**config.mk**
```make
export PLATFORM = sky130hd
export DESIGN_NAME = muldiv_unit_flat
export DESIGN_NICKNAME = d
export VERILOG_FILES = /design/src/rtl/muldiv_if.sv /design/src/rtl/muldiv_unit.sv /design/src/flat_wrapper.sv
export SDC_FILE = /design/constraint.sdc
export NUM_CORES = 1
export LEC_CHECK = 0
export ABC_AREA = 0
export CAP_MARGIN = 25
export CORE_AREA = 2 2 158 160
export CTS_CLUSTER_DIAMETER = 50
export DETAILED_ROUTE_END_ITERATION = 7
export DIE_AREA = 0 0 160 162
export GPL_TIMING_DRIVEN = 0
export PLACE_DENSITY = 0.85
export SLEW_MARGIN = 10
export SYNTH_ARGS = -nofsm -noshare
export SYNTH_HDL_FRONTEND = slang
export SYNTH_SLANG_ARGS = --single-unit
```
**constraint.sdc**
```tcl
create_clock -name clk -period 3.6 [get_ports clk]
set_input_delay 0.72 -clock clk [delete_from_list [all_inputs] [get_ports clk]]
set_output_delay 0.72 -clock clk [all_outputs]
set_load 0.01 [all_outputs]
```
**src/rtl/muldiv_if.sv**
```systemverilog
// muldiv_if: request/result bundle between the execute stage and the M-extension unit.
interface muldiv_if;
   logic        start;
   logic [2:0]  op;
   logic [31:0] rs1;
   logic [31:0] rs2;
   logic        busy;
   logic        done;
   logic [31:0] result;
   modport master (output start, op, rs1, rs2, input busy, done, result);
   modport slave (input start, op, rs1, rs2, output busy, done, result);
endinterface

```
**src/rtl/muldiv_unit.sv**
```systemverilog
// muldiv_unit: iterative RV32M multiply/divide, 33-edge fixed latency from start to done.
module muldiv_unit (
   input logic     clk,
   input logic     rst,
   muldiv_if.slave bus
);
   typedef enum logic [1:0] {IDLE, CALC, FIN} state_t;
   state_t      state_q;
   logic [4:0]  cnt_q;
   logic [2:0]  op_q;
   logic [63:0] acc_q;
   logic [31:0] rem_q, b_q, result_q;
   logic        neg_q, n1_q, divz_q, busy_q, done_q;
   logic        sa_d, sb_d, n1_d, n2_d;
   logic [31:0] am_d, bm_d, quo_d, rem_d, res_d;
   logic [32:0] add_d, sh_d, dif_d;
   logic [63:0] prod_d;
   always_comb begin
      sa_d   = (bus.op == 3'b001) | (bus.op == 3'b010) | (bus.op == 3'b100) | (bus.op == 3'b110);
      sb_d   = (bus.op == 3'b001) | (bus.op == 3'b100) | (bus.op == 3'b110);
      n1_d   = sa_d & bus.rs1[31];
      n2_d   = sb_d & bus.rs2[31];
      am_d   = n1_d ? -bus.rs1 : bus.rs1;
      bm_d   = n2_d ? -bus.rs2 : bus.rs2;
      add_d  = {1'b0, acc_q[63:32]} + (acc_q[0] ? {1'b0, b_q} : 33'd0);
      sh_d   = {rem_q, acc_q[31]};
      dif_d  = sh_d - {1'b0, b_q};
      prod_d = neg_q ? -acc_q : acc_q;
      // signed overflow falls out of the magnitude path: 2^31/1 negated is 0x80000000, rem 0
      quo_d  = divz_q ? 32'hFFFFFFFF : (neg_q ? -acc_q[31:0] : acc_q[31:0]);
      rem_d  = n1_q ? -rem_q : rem_q;
      res_d  = op_q[2] ? (op_q[1] ? rem_d : quo_d) : (op_q[1:0] == 2'b00 ? prod_d[31:0] : prod_d[63:32]);
   end
   always_ff @(posedge clk) begin
      if (rst) begin
         state_q  <= IDLE;
         cnt_q    <= '0;
         op_q     <= '0;
         acc_q    <= '0;
         rem_q    <= '0;
         b_q      <= '0;
         result_q <= '0;
         neg_q    <= 1'b0;
         n1_q     <= 1'b0;
         divz_q   <= 1'b0;
         busy_q   <= 1'b0;
         done_q   <= 1'b0;
      end else begin
         done_q <= 1'b0;
         case (state_q)
            IDLE: if (bus.start) begin
               op_q    <= bus.op;
               acc_q   <= {32'd0, am_d};
               b_q     <= bm_d;
               rem_q   <= '0;
               neg_q   <= n1_d ^ n2_d;
               n1_q    <= n1_d;
               divz_q  <= bus.rs2 == 32'd0;
               cnt_q   <= '0;
               busy_q  <= 1'b1;
               state_q <= CALC;
            end
            CALC: begin
               cnt_q <= cnt_q + 5'd1;
               if (op_q[2]) begin
                  rem_q        <= dif_d[32] ? sh_d[31:0] : dif_d[31:0];
                  acc_q[31:0]  <= {acc_q[30:0], ~dif_d[32]};
               end else acc_q <= {add_d, acc_q[31:1]};
               if (cnt_q == 5'd31) state_q <= FIN;
            end
            FIN: begin
               result_q <= res_d;
               done_q   <= 1'b1;
               busy_q   <= 1'b0;
               state_q  <= IDLE;
            end
            default: state_q <= IDLE;
         endcase
      end
   end
   assign bus.busy   = busy_q;
   assign bus.done   = done_q;
   assign bus.result = result_q;
endmodule

```
**src/flat_wrapper.sv**
```systemverilog
// flat-port wrapper written by rule: the top's interface ports become plain ports
module muldiv_unit_flat 
  (clk, rst, bus_start, bus_op, bus_rs1, bus_rs2, bus_busy, bus_done, bus_result);
  muldiv_if bus_i ();
  input logic clk;
  input logic rst;
  input wire logic [$bits(bus_i.start)-1:0] bus_start;
  input wire logic [$bits(bus_i.op)-1:0] bus_op;
  input wire logic [$bits(bus_i.rs1)-1:0] bus_rs1;
  input wire logic [$bits(bus_i.rs2)-1:0] bus_rs2;
  output wire logic [$bits(bus_i.busy)-1:0] bus_busy;
  output wire logic [$bits(bus_i.done)-1:0] bus_done;
  output wire logic [$bits(bus_i.result)-1:0] bus_result;
  assign bus_i.start = bus_start;
  assign bus_i.op = bus_op;
  assign bus_i.rs1 = bus_rs1;
  assign bus_i.rs2 = bus_rs2;
  assign bus_busy = bus_i.busy;
  assign bus_done = bus_i.done;
  assign bus_result = bus_i.result;
  muldiv_unit u_core (.clk(clk), .rst(rst), .bus(bus_i));
endmodule
```
==> insert_results.sql, run 1 <==
INSERT INTO impl_metrics (metric_group, metric, value, unit) VALUES
('status', 'run_status', 'complete, no violations', ''),
('route', 'wl', '53300', 'um'),
('worst_setup_path', 'worstPathMaxFanout', '10', ''),
('clock_tree', 'cts_root_buffer', 'sky130_fd_sc_hd__clkbuf_16', ''),
('placement', 'portBuffers', '103', ''),
('worst_setup_path', 'critical_path.reg2reg.startpoint', 'u_core.acc_q[0]', ''),
('worst_setup_path', 'worstSetupPathType', 'reg -> reg', ''),
('cells_and_area', 'finalInstanceArea', '16700', 'um^2'),
('floorplanning', 'placement_rows', '57', ''),
('route', 'drt_iter0_drc', '1951', ''),
('worst_setup_path', 'worst-endpoint-required', '3950', 'ps'),
('placement', 'postPlaceCellArea', '15900', 'um^2'),
('grt', 'gr-total-overflow', '0', ''),
('cells_and_area', 'drive_gt1_frac', '0.0649', ''),
('power_and_ir_drop', 'power.leakage', '6.57', 'nW'),
('synthesis', 'avgSynthCellArea', '7.60', 'um^2'),
('route', 'dr.pass1.iters', '7', ''),
('cells_and_area', 'area.growth.synth_to_final', '15.2', '%'),
('route', 'route.detailed.vias_per_inst', '6.72', ''),
('worst_setup_path', 'crit_path_start', 'u_core.acc_q[0]', ''),
('worst_setup_path', 'r2r_end', 'u_core.acc_q[61]', ''),
('power_and_ir_drop', 'share_comb_of_total_power', '0.308', ''),
('placement', 'preCtsSetupSlack', '-582', 'ps'),
('route', 'number_of_vias_after_detailed_routing', '16000', ''),
('grt', 'grt_max_degree', '21', ''),
('clock_tree', 'cts.sink_count', '175', ''),
('synthesis', 'ys_seq_area_frac', '0.242', ''),
('sta', 'max_freq', '286', 'MHz'),
('clock_tree', 'cts.path.max_buffers', '2', ''),
('worst_setup_path', 'crit_top_cell', 'sky130_fd_sc_hd__nor2_1', ''),
('floorplanning', 'initial_utilization', '0.602', ''),
('route', 'wl_per_cell', '22.4', 'um'),
('worst_setup_path', 'ff2ff_path_depth', '14', ''),
('synthesis', 'mappedNetlistNets', '2050', ''),
('grt', 'groute.usage.overall', '0.401', ''),
('sta', 'final-hold-violation-count', '0', ''),
('power_and_ir_drop', 'netSwitchingPower', '2.27', 'mW'),
('sta', 'setup_total_negative_slack', '0', 'ps'),
('clock_tree', 'cts_tree', 'yes', ''),
('worst_hold_path', 'hold_path_startpoint', 'u_core.bus.result[6]', ''),
('clock_tree', 'clock_edge_transition_at_the_registers_on_the_reported_setup_and_hold_paths', '80', 'ps'),
('power_and_ir_drop', 'sum_of_internal_switching_and_leakage_power', '5.92', 'mW'),
('worst_setup_path', 'worst_path_largest_cell_delay', '380', 'ps'),
('placement', 'dpl.hpwl', '41700', 'um'),
('power_and_ir_drop', 'power.density', '354', 'nW/um^2'),
('worst_hold_path', 'min_path_cells', '2', ''),
('synthesis', 'edff_count_synth', '0', ''),
('sta', 'total_of_endpoints_with_negative_setup_slack_in_the_final_report', '0', ''),
('worst_hold_path', 'whs_endpoint', 'u_core.bus.result[6]', ''),
('power_and_ir_drop', 'p_sw_frac', '0.383', ''),
('worst_setup_path', 'worstPathCellList', 'inv_2 -> clkbuf_4 -> nor2_1 -> ha_1 -> a21oi_1 -> o21ai_1 -> a2111o_1 -> o211ai_1 -> buf_4 -> o21ai_0 -> o311ai_1 -> nor2_1 -> or3_1 -> a32o_1', ''),
('power_and_ir_drop', 'power.share.sequential', '0.358', ''),
('floorplanning', 'fp.dieH', '162', 'um'),
('worst_setup_path', 'reg2reg_slack', '100', 'ps'),
('synthesis', 'synth_top_flop_cell', 'sky130_fd_sc_hd__dfxtp_1', ''),
('placement', 'placedCellCount', '2336', ''),
('floorplanning', 'fp.coreArea', '24100', 'um^2'),
('sta', 'final-max-slew-violation-count', '0', ''),
('job', 'drv_cap', '0', ''),
('power_and_ir_drop', 'internal_power', '3.65', 'mW'),
('synthesis', 'synth.ff_latch_count', '175', ''),
('synthesis', 'syn_inst', '1908', ''),
('power_and_ir_drop', 'clock_power_share', '0.334', ''),
('sta', 'final_critical_path_setup_slack', '99.8', 'ps'),
('floorplanning', 'num_io_pins', '104', ''),
('sta', 'slew_headroom', '0.355', ''),
('grt', 'grt_pass1_wl', '82100', 'um'),
('route', 'ant_nets', '0', ''),
('sta', 'worst-slew-pin-transition', '963', 'ps'),
('power_and_ir_drop', 'vdd_drop_max', '273', 'uV'),
('cells_and_area', 'instances_no_fill', '2375', '');
## synthesized netlist by cell type (36+ instances only)
cell                       instances  area, um^2
sky130_fd_sc_hd__nand2_1         207         777
sky130_fd_sc_hd__nor2_1          204         766
sky130_fd_sc_hd__dfxtp_1         175        3500
sky130_fd_sc_hd__a21oi_1         151         756
sky130_fd_sc_hd__o21ai_0         118         591
sky130_fd_sc_hd__xor2_1          102         893
sky130_fd_sc_hd__clkbuf_1         99         372
sky130_fd_sc_hd__xnor2_1          93         815
sky130_fd_sc_hd__ha_1             70         876
sky130_fd_sc_hd__a211oi_1         58         435
sky130_fd_sc_hd__inv_1            58         218
sky130_fd_sc_hd__nor3_1           43         215
sky130_fd_sc_hd__o31ai_1          37         278
sky130_fd_sc_hd__o211ai_1         36         270
## worst max-delay path by stage
stage	cells after the start	to
CTS	13	u_core.acc_q[63]
global route	15	u_core.acc_q[59]
finish	14	u_core.acc_q[61]
global placement	13	u_core.acc_q[63]
detailed placement	13	u_core.acc_q[63]
floorplan	14	u_core.acc_q[60]
## worst max-delay path, delay by kind of cell (launching register included)
family / cells / cell delay, ps
AO/OA/AOI/OAI: 7 / 1470
buffers and inverters: 3 / 620
AND/OR/NAND/NOR: 3 / 560
flip-flops: 1 / 380
adder cells (fa/ha/maj): 1 / 360
## cells by family (layout without fill, tap and decap cells)
kind of cell	after synthesis	after routing	share of synthesized area
AOI/OAI and AO/OA	622	622	0.291
xor gates and xnor gates	195	195	0.118
adders and majority gates	72	72	0.0632
buffers and inverters	184	326	0.0598
DFF	175	175	0.242
muxes	36	36	0.0250
other	0	1	0
and+or+nand+nor	624	624	0.202
## cells in the final DEF, fill, tap and decap left out, types with 11 or more instances in the layout
master | netlist | layout
sky130_fd_sc_hd__or2_2 | 12 | 12
sky130_fd_sc_hd__a22oi_1 | 18 | 18
sky130_fd_sc_hd__a21o_1 | 34 | 34
sky130_fd_sc_hd__nand3_1 | 17 | 17
sky130_fd_sc_hd__a221oi_1 | 27 | 26
sky130_fd_sc_hd__or4_1 | 12 | 12
sky130_fd_sc_hd__clkbuf_1 | 99 | 91
sky130_fd_sc_hd__a22o_1 | 20 | 20
sky130_fd_sc_hd__or3_1 | 20 | 20
sky130_fd_sc_hd__nor2_1 | 204 | 203
sky130_fd_sc_hd__nor3_1 | 43 | 42
sky130_fd_sc_hd__clkbuf_16 | 0 | 17
sky130_fd_sc_hd__buf_4 | 3 | 11
sky130_fd_sc_hd__o211ai_1 | 36 | 36
sky130_fd_sc_hd__nor4_1 | 12 | 12
sky130_fd_sc_hd__o31ai_1 | 37 | 36
sky130_fd_sc_hd__clkdlybuf4s50_1 | 0 | 103
sky130_fd_sc_hd__inv_1 | 58 | 57
sky130_fd_sc_hd__nand2b_1 | 21 | 21
sky130_fd_sc_hd__a21oi_1 | 151 | 148
sky130_fd_sc_hd__dfxtp_1 | 175 | 173
sky130_fd_sc_hd__xor2_1 | 102 | 102
sky130_fd_sc_hd__o21bai_1 | 12 | 12
sky130_fd_sc_hd__o21ai_0 | 118 | 116
sky130_fd_sc_hd__a211oi_1 | 58 | 58
sky130_fd_sc_hd__nand2_1 | 207 | 207
sky130_fd_sc_hd__o41ai_1 | 23 | 23
sky130_fd_sc_hd__xnor2_1 | 93 | 93
sky130_fd_sc_hd__nand4_1 | 14 | 14
sky130_fd_sc_hd__mux2i_1 | 34 | 34
sky130_fd_sc_hd__ha_1 | 70 | 70
## state kept, by name, summed over array words and instances (netlist names)
signal,count
u_core.acc_q,64
u_core.b_q,32
u_core.bus.busy,1
u_core.bus.done,1
u_core.bus.result,32
u_core.cnt_q,5
u_core.divz_q,1
u_core.n1_q,1
u_core.neg_q,1
u_core.op_q,3
u_core.rem_q,32
u_core.state_q,2
## repair_timing
item | in CTS | in global routing
resized for setup | 18 | 15
pin swaps | 2 | 4
endpoints found under the setup margin | 44 | 41
buffers inserted | 4 | 4
hold buffers | 0 | 0
## layout make-up
cell class | count | area, um^2
multi-input combinational | 1549 | 10200
fill | 2099 | 7400
sequential | 175 | 3510
timing repair buffer | 113 | 1100
buffer | 122 | 654
clock buffer | 17 | 425
tap | 324 | 405
inverter | 59 | 221
clock inverter | 15 | 185
antenna | 1 | 2.50
## per-layer routing
| layer | routed length [um] | vias to the layer above | GRT usage | part of all wire |
|---|---|---|---|---|
| met5 | 9 | - | 0 | 0.00017 |
| met1 | 20900 | 7511 | 0.511 | 0.39 |
| li1 | - | 7241 | - | - |
| met4 | 2300 | 2 | 0.170 | 0.043 |
| met2 | 23600 | 1038 | 0.649 | 0.44 |
| met3 | 6410 | 167 | 0.101 | 0.12 |
## power groups by stage
stage	clock, mW	sequential [mW]	combinational, mW
finish	1.97	2.12	1.82
global route	2.02	2.13	1.95
CTS	1.95	2.12	1.75
detailed placement	0	2.16	1.74
global placement	0	2.16	1.71
floorplan	0	2.13	1.21
## stage by stage
step / hold WS [ps] / util
after floorplan: 432 / -
after global placement: 428 / 0.661
after detailed placement: 431 / 0.661
after CTS: 441 / 0.689
after global routing: 463 / 0.693
final: 441 / 0.693
Note: power is estimated with default switching activity, not from simulation.
==> run 2, diff against run 1 <==
CORE_AREA = 2 2 156 158   (was 2 2 158 160)
CTS_BUF_LIST = sky130_fd_sc_hd__clkbuf_8   (was unset)
CTS_CLUSTER_SIZE = 28   (was unset)
DIE_AREA = 0 0 158 160   (was 0 0 160 162)
PLACE_DENSITY = 0.87   (was 0.85)
TNS_END_PERCENT = 30   (was unset)
==> run 2 against run 1 <==
Non-clock buffer count is 5 higher. Critical path depth stayed put. Register-to-register slack worse by 30 ps. Maximum frequency is 0.90% lower. Critical path type unchanged. Highest routed layer is now met4.
==> insert_results.sql, run 2 (synthesis results as in run 1) <==
INSERT INTO impl_metrics (metric_group, metric, value, unit) VALUES
('worst_setup_path', 'endpoint_kind', 'register', ''),
('grt', 'grt_antenna_before_repair', '0', ''),
('worst_setup_path', 'critical_path.slowest_cell', 'sky130_fd_sc_hd__dfxtp_2', ''),
('job', 'drv_cap', '0', ''),
('cells_and_area', 'instances_no_fill', '2379', ''),
('sta', 'rsz0062_at_grt', 'yes', ''),
('route', 'drt_iter0_drc', '2182', ''),
('cells_and_area', 'most_common_library_cell_in_the_layout_ignoring_fill_and_taps', 'sky130_fd_sc_hd__nand2_1', ''),
('clock_tree', 'skew_pair_late_insertion_delay', '490', 'ps'),
('worst_setup_path', 'ff2ff_path_depth', '14', ''),
('cells_and_area', 'fillCellCount', '2083', ''),
('power_and_ir_drop', 'vdd_drop_max', '215', 'uV'),
('sta', 'final-max-slew-violation-count', '0', ''),
('placement', 'portBuffers', '103', ''),
('floorplanning', 'placement_rows', '57', ''),
('floorplanning', 'initial_utilization', '0.609', ''),
('grt', 'gr-total-overflow', '0', ''),
('cells_and_area', 'postLayoutCoreUtil', '0.694', ''),
('sta', 'total_of_endpoints_with_negative_setup_slack_in_the_final_report', '0', ''),
('worst_setup_path', 'worstSetupPathType', 'reg -> reg', ''),
('cells_and_area', 'register_with_the_most_flip_flops', 'u_core.acc_q', ''),
('placement', 'place_congestion', '1.02', ''),
('cells_and_area', 'nNetsFinal', '2184', ''),
('route', 'drcViolationCount', '0', ''),
('route', 'wl_per_cell', '22.3', 'um'),
('worst_setup_path', 'worstPathMaxFanout', '7', ''),
('sta', 'slew_headroom', '0.319', ''),
('sta', 'layout_min_cycle_time', '3530', 'ps'),
('clock_tree', 'cts.sink_count', '175', ''),
('clock_tree', 'cts_root_buffer', 'sky130_fd_sc_hd__clkbuf_8', ''),
('clock_tree', 'cts_tree', 'yes', ''),
('grt', 'groute.usage.overall', '0.414', ''),
('route', 'ant_nets', '0', ''),
('worst_setup_path', 'cp.arrival', '3940', 'ps'),
('placement', 'dpl.hpwl', '42000', 'um'),
('sta', 'max_freq', '283', 'MHz'),
('worst_setup_path', 'crit_family', 'compound AO/OA/AOI/OAI gates', ''),
('floorplanning', 'total_die_area', '25300', 'um^2'),
('sta', 'min_period_over_period', '0.981', ''),
('cells_and_area', 'antennaDiodeCount', '0', ''),
('grt', 'grt_pass1_vias', '14200', ''),
('floorplanning', 'fp.dieH', '160', 'um'),
('floorplanning', 'num_io_pins', '104', ''),
('worst_setup_path', 'cp.buffers_inverters', '3', ''),
('placement', 'postPlaceCellArea', '16000', 'um^2'),
('worst_setup_path', 'worst-endpoint-required', '4010', 'ps'),
('route', 'number_of_vias_after_detailed_routing', '15800', ''),
('cells_and_area', 'largest_register_ffs', '64', ''),
('sta', 'final_critical_path_setup_slack', '68.0', 'ps'),
('worst_setup_path', 'worst_path_largest_cell_delay', '420', 'ps'),
('worst_setup_path', 'critical_path.reg2reg.startpoint', 'u_core.acc_q[31]', ''),
('clock_tree', 'cts_buffer_count', '17', ''),
('grt', 'grt_max_degree', '20', ''),
('cells_and_area', 'finalInstanceArea', '16500', 'um^2'),
('worst_setup_path', 'r2r_end', 'u_core.rem_q[26]', ''),
('placement', 'placedCellCount', '2337', ''),
('cells_and_area', 'area.growth.synth_to_final', '14.0', '%'),
('worst_hold_path', 'min_path_cells', '2', ''),
('cells_and_area', 'drive_gt1_frac', '0.0657', ''),
('power_and_ir_drop', 'power.density', '330', 'nW/um^2'),
('worst_hold_path', 'class_of_the_worst_hold_path', 'reg -> reg', ''),
('sta', 'final-hold-violation-count', '0', ''),
('route', 'dr.pass1.iters', '6', ''),
('cells_and_area', 'final_cell_mix', '207 x sky130_fd_sc_hd__nand2_1, 204 x sky130_fd_sc_hd__nor2_1, 173 x sky130_fd_sc_hd__dfxtp_1, 148 x sky130_fd_sc_hd__a21oi_1, 117 x sky130_fd_sc_hd__o21ai_0', ''),
('placement', 'preCtsSetupSlack', '-541', 'ps'),
('worst_hold_path', 'hold_path_startpoint', 'u_core.bus.result[6]', ''),
('clock_tree', 'cts.path.max_buffers', '2', ''),
('route', 'route.detailed.vias_per_inst', '6.64', ''),
('sta', 'final.setup_skew', '19.4', 'ps'),
('floorplanning', 'die_x', '158', 'um'),
('grt', 'grt_pass1_wl', '81000', 'um'),
('worst_setup_path', 'reg2reg_slack', '70', 'ps'),
('power_and_ir_drop', 'power.leakage', '6.49', 'nW'),
('worst_hold_path', 'whs_endpoint', 'u_core.bus.result[6]', ''),
('status', 'run_status', 'complete, no violations', ''),
('worst_setup_path', 'worstPathCellList', 'inv_1 -> ha_1 -> fa_1 -> nand2b_1 -> a21oi_2 -> o21ai_1 -> a21o_1 -> a21oi_2 -> o211ai_1 -> buf_4 -> buf_4 -> nor4b_1 -> a31oi_1 -> o211ai_1', ''),
('sta', 'worst-slew-pin-transition', '1020', 'ps'),
('floorplanning', 'fp.coreArea', '23800', 'um^2'),
('clock_tree', 'clock_edge_transition_at_the_registers_on_the_reported_setup_and_hold_paths', '120', 'ps'),
('route', 'wl', '53100', 'um'),
('worst_setup_path', 'crit_path_start_kind', 'register', ''),
('clock_tree', 'cts_htree_levels', '4', '');
## run 2: worst min-delay path, cell delays in order, from the launching register on
cell	delay (ps)
sky130_fd_sc_hd__dfxtp_1	320
sky130_fd_sc_hd__nand2_1	50
sky130_fd_sc_hd__nand2_1	40
## run 2: metrics by stage
stage | power (mW) | setup TNS, ps | hold WS, ps
finish | 5.46 | 0 | 444
global route | 5.65 | -125 | 476
CTS | 5.38 | 0 | 444
detailed placement | 3.91 | -9620 | 431
global placement | 3.88 | -8710 | 425
floorplan | 3.34 | 0 | 432
## run 2: worst max-delay path by stage
| stage | startpoint | end | slack [ps] | depth (start not counted) |
|---|---|---|---|---|
| CTS | u_core.acc_q[0] | u_core.acc_q[56] | 0.8 | 14 |
| detailed placement | u_core.acc_q[0] | u_core.acc_q[63] | -540 | 13 |
| global route | u_core.acc_q[31] | u_core.acc_q[0] | -30 | 13 |
| floorplan | u_core.acc_q[0] | u_core.acc_q[60] | 450 | 14 |
| global placement | u_core.acc_q[0] | u_core.acc_q[63] | -510 | 13 |
| finish | u_core.acc_q[31] | u_core.rem_q[26] | 70 | 14 |
## run 2: layer usage
metal / track usage / vias to the layer above / share of wire
met5: 0 / - / 0
met4: 0.161 / 0 / 0.047
met3: 0.0760 / 162 / 0.12
met2: 0.641 / 1054 / 0.43
met1: 0.571 / 7372 / 0.40
li1: - / 7219 / -
## run 2: repair_timing
action	in CTS	in global routing
hold buffers	0	0
setup endpoints to repair	44	36
gates resized for setup	16	15
pin swaps	3	3
buffers inserted	4	7
cloned	0	0
## run 2: cell type report
cell class,instances,area [um^2],share of cell area
buffer,124,664,0.0402
clock buffer,17,234,0.0141
clock inverter,15,199,0.0120
inverter,59,221,0.0134
multi-input combinational,1549,10200,0.616
sequential,175,3510,0.212
tap,324,405,0.0245
timing repair buffer,116,1130,0.0681
## run 2: where the power goes
part / total, mW / internal, mW / leakage (nW) / switching (mW)
Clock: 1.51 / 0.596 / 0.210 / 0.917
Sequential: 2.12 / 2.03 / 1.43 / 0.0861
Combinational: 1.83 / 0.669 / 4.85 / 1.16
Total: 5.46 / 3.30 / 6.49 / 2.17
==> run 3, diff against run 2 <==
MAX_ROUTING_LAYER = met4   (was unset)
==> run 3 against run 2 <==
Sequential power is essentially flat. Final cell count shrank 0.25%. Design area shrank 0.51%. First-iteration DRC count shrank 10%. Maximum frequency grew 1.5%. Setup slack gained 53 ps. Via count shrank 0.73%. Die area is the same.
==> insert_results.sql, run 3 (synthesis results as in run 1) <==
INSERT INTO impl_metrics (metric_group, metric, value, unit) VALUES
('route', 'wl_per_cell', '22.4', 'um'),
('floorplanning', 'fp.dieH', '160', 'um'),
('worst_setup_path', 'cp.arrival', '3830', 'ps'),
('clock_tree', 'cts.sink_count', '175', ''),
('placement', 'portBuffers', '103', ''),
('grt', 'grt_antenna_before_repair', '0', ''),
('route', 'number_of_vias_after_detailed_routing', '15700', ''),
('floorplanning', 'die_x', '158', 'um'),
('power_and_ir_drop', 'vdd_drop_max', '255', 'uV'),
('sta', 'slew_headroom', '0.280', ''),
('cells_and_area', 'regArea', '3510', 'um^2'),
('floorplanning', 'num_io_pins', '104', ''),
('cells_and_area', 'final_cell_mix', '207 x sky130_fd_sc_hd__nand2_1, 204 x sky130_fd_sc_hd__nor2_1, 174 x sky130_fd_sc_hd__dfxtp_1, 149 x sky130_fd_sc_hd__a21oi_1, 116 x sky130_fd_sc_hd__o21ai_0', ''),
('cells_and_area', 'drive_gt1_frac', '0.0620', ''),
('placement', 'place_congestion', '1.05', ''),
('sta', 'total_of_endpoints_with_negative_setup_slack_in_the_final_report', '0', ''),
('sta', 'final_critical_path_setup_slack', '121', 'ps'),
('placement', 'dpl.hpwl', '42400', 'um'),
('route', 'route.detailed.vias_per_inst', '6.61', ''),
('sta', 'layout_min_cycle_time', '3480', 'ps'),
('cells_and_area', 'multiInputGateArea', '10200', 'um^2'),
('cells_and_area', 'fillCellCount', '2109', ''),
('floorplanning', 'placement_rows', '57', ''),
('sta', 'final-hold-violation-count', '0', ''),
('sta', 'max_freq', '287', 'MHz'),
('sta', 'min_period_over_period', '0.967', ''),
('sta', 'rsz0062_at_grt', 'no', ''),
('clock_tree', 'cts_tree', 'yes', ''),
('clock_tree', 'cts_htree_levels', '4', ''),
('cells_and_area', 'most_common_library_cell_in_the_layout_ignoring_fill_and_taps', 'sky130_fd_sc_hd__nand2_1', ''),
('grt', 'grt_max_degree', '20', ''),
('sta', 'worst-slew-pin-transition', '1080', 'ps'),
('worst_setup_path', 'crit_path_start_kind', 'register', ''),
('clock_tree', 'skew_pair_late_insertion_delay', '490', 'ps'),
('sta', 'final-max-slew-violation-count', '0', ''),
('clock_tree', 'cts.path.max_buffers', '2', ''),
('clock_tree', 'cts_root_buffer', 'sky130_fd_sc_hd__clkbuf_8', ''),
('power_and_ir_drop', 'sum_of_internal_switching_and_leakage_power', '5.41', 'mW'),
('cells_and_area', 'instances_no_fill', '2373', ''),
('cells_and_area', 'nNetsFinal', '2178', ''),
('clock_tree', 'clock_edge_transition_at_the_registers_on_the_reported_setup_and_hold_paths', '120', 'ps'),
('route', 'drcViolationCount', '0', ''),
('worst_setup_path', 'worstPathMaxFanout', '10', ''),
('placement', 'preCtsSetupSlack', '-624', 'ps'),
('sta', 'setup_total_negative_slack', '0', 'ps'),
('cells_and_area', 'largest_register_ffs', '64', ''),
('floorplanning', 'total_die_area', '25300', 'um^2'),
('placement', 'placedCellCount', '2337', ''),
('route', 'dr.pass1.iters', '6', ''),
('status', 'run_status', 'complete, no violations', ''),
('clock_tree', 'cts_buffer_count', '17', ''),
('worst_setup_path', 'worst-endpoint-required', '3950', 'ps'),
('job', 'drv_cap', '0', ''),
('cells_and_area', 'antennaDiodeCount', '0', ''),
('grt', 'grt_pass1_wl', '81200', 'um'),
('power_and_ir_drop', 'power.density', '329', 'nW/um^2'),
('worst_setup_path', 'endpoint_kind', 'register', ''),
('route', 'wl', '53200', 'um'),
('cells_and_area', 'area.growth.synth_to_final', '13.5', '%'),
('worst_hold_path', 'class_of_the_worst_hold_path', 'reg -> reg', ''),
('floorplanning', 'initial_utilization', '0.609', ''),
('floorplanning', 'fp.coreArea', '23800', 'um^2'),
('power_and_ir_drop', 'power.leakage', '6.45', 'nW'),
('grt', 'groute.usage.overall', '0.427', ''),
('sta', 'final.setup_skew', '22.4', 'ps'),
('grt', 'gr-total-overflow', '0', ''),
('worst_setup_path', 'worstSetupPathType', 'reg -> reg', ''),
('route', 'ant_nets', '0', ''),
('cells_and_area', 'register_with_the_most_flip_flops', 'u_core.acc_q', ''),
('route', 'drt_iter0_drc', '1962', ''),
('grt', 'grt_pass1_vias', '14500', '');
[run 3: changes by cell type in the layout (fill, tap and decap cells not counted), sizes merged]
cell,before,now
buf,31,25
bufinv,1,0
clkinv,9,6
inv,63,67
[run 3: final timing paths]
kind	from	endpoint	slack, ps	depth (start not counted)
worst max-delay path	u_core.neg_q	u_core.bus.result[8]	120	8
worst min-delay path	u_core.bus.result[6]	u_core.bus.result[6]	440	2
worst max register to register	u_core.neg_q	u_core.bus.result[8]	120	8
worst min register to register	u_core.bus.result[6]	u_core.bus.result[6]	440	2
[run 3: cell type report]
cell class,instances,share of cell area
Sequential cell,175,0.213
Clock buffer,17,0.0142
Multi-Input combinational cell,1549,0.619
Tap cell,324,0.0246
Timing Repair Buffer,111,0.0660
Inverter,59,0.0136
Clock inverter,15,0.00981
Buffer,123,0.0396
[run 3: per-stage QoR]
step / hold WS (ps) / area, um^2 / utilization
final: 441 / 16500 / 0.691
after global routing: 475 / 16500 / 0.691
after CTS: 444 / 16400 / 0.689
after detailed placement: 430 / 15900 / 0.670
after global placement: 428 / 15900 / 0.669
after floorplan: 432 / 14500 / -
[run 3: layer usage]
| metal | track usage | wire, um |
|---|---|---|
| met1 | 0.563 | 22000 |
| met2 | 0.656 | 23300 |
| met3 | 0.0649 | 5520 |
| met4 | 0.170 | 2370 |
| met5 | - | 0 |
[run 3: report_power, final]
group          switching, mW  internal (mW)  total [mW]
Combinational           1.16          0.669        1.83
Sequential            0.0889           2.03        2.12
Clock                  0.929          0.527        1.46
Total                   2.18           3.23        5.41
[run 3: worst max-delay path, stage by stage, from the launching register on]
cell and delay [ps]:
sky130_fd_sc_hd__dfxtp_1 330, sky130_fd_sc_hd__bufbuf_16 260, sky130_fd_sc_hd__clkbuf_1 480, sky130_fd_sc_hd__clkbuf_1 560, sky130_fd_sc_hd__buf_1 710, sky130_fd_sc_hd__o41ai_1 230
sky130_fd_sc_hd__xnor2_1 170, sky130_fd_sc_hd__o21ai_0 500, sky130_fd_sc_hd__nand2_1 90
[run 3: repair_timing]
action | 4_1_cts | 5_1_grt
setup endpoints to repair | 41 | 44
hold buffers | 0 | 0
resized for setup | 15 | 14
buffers inserted | 5 | 1
pin swaps | 2 | 2
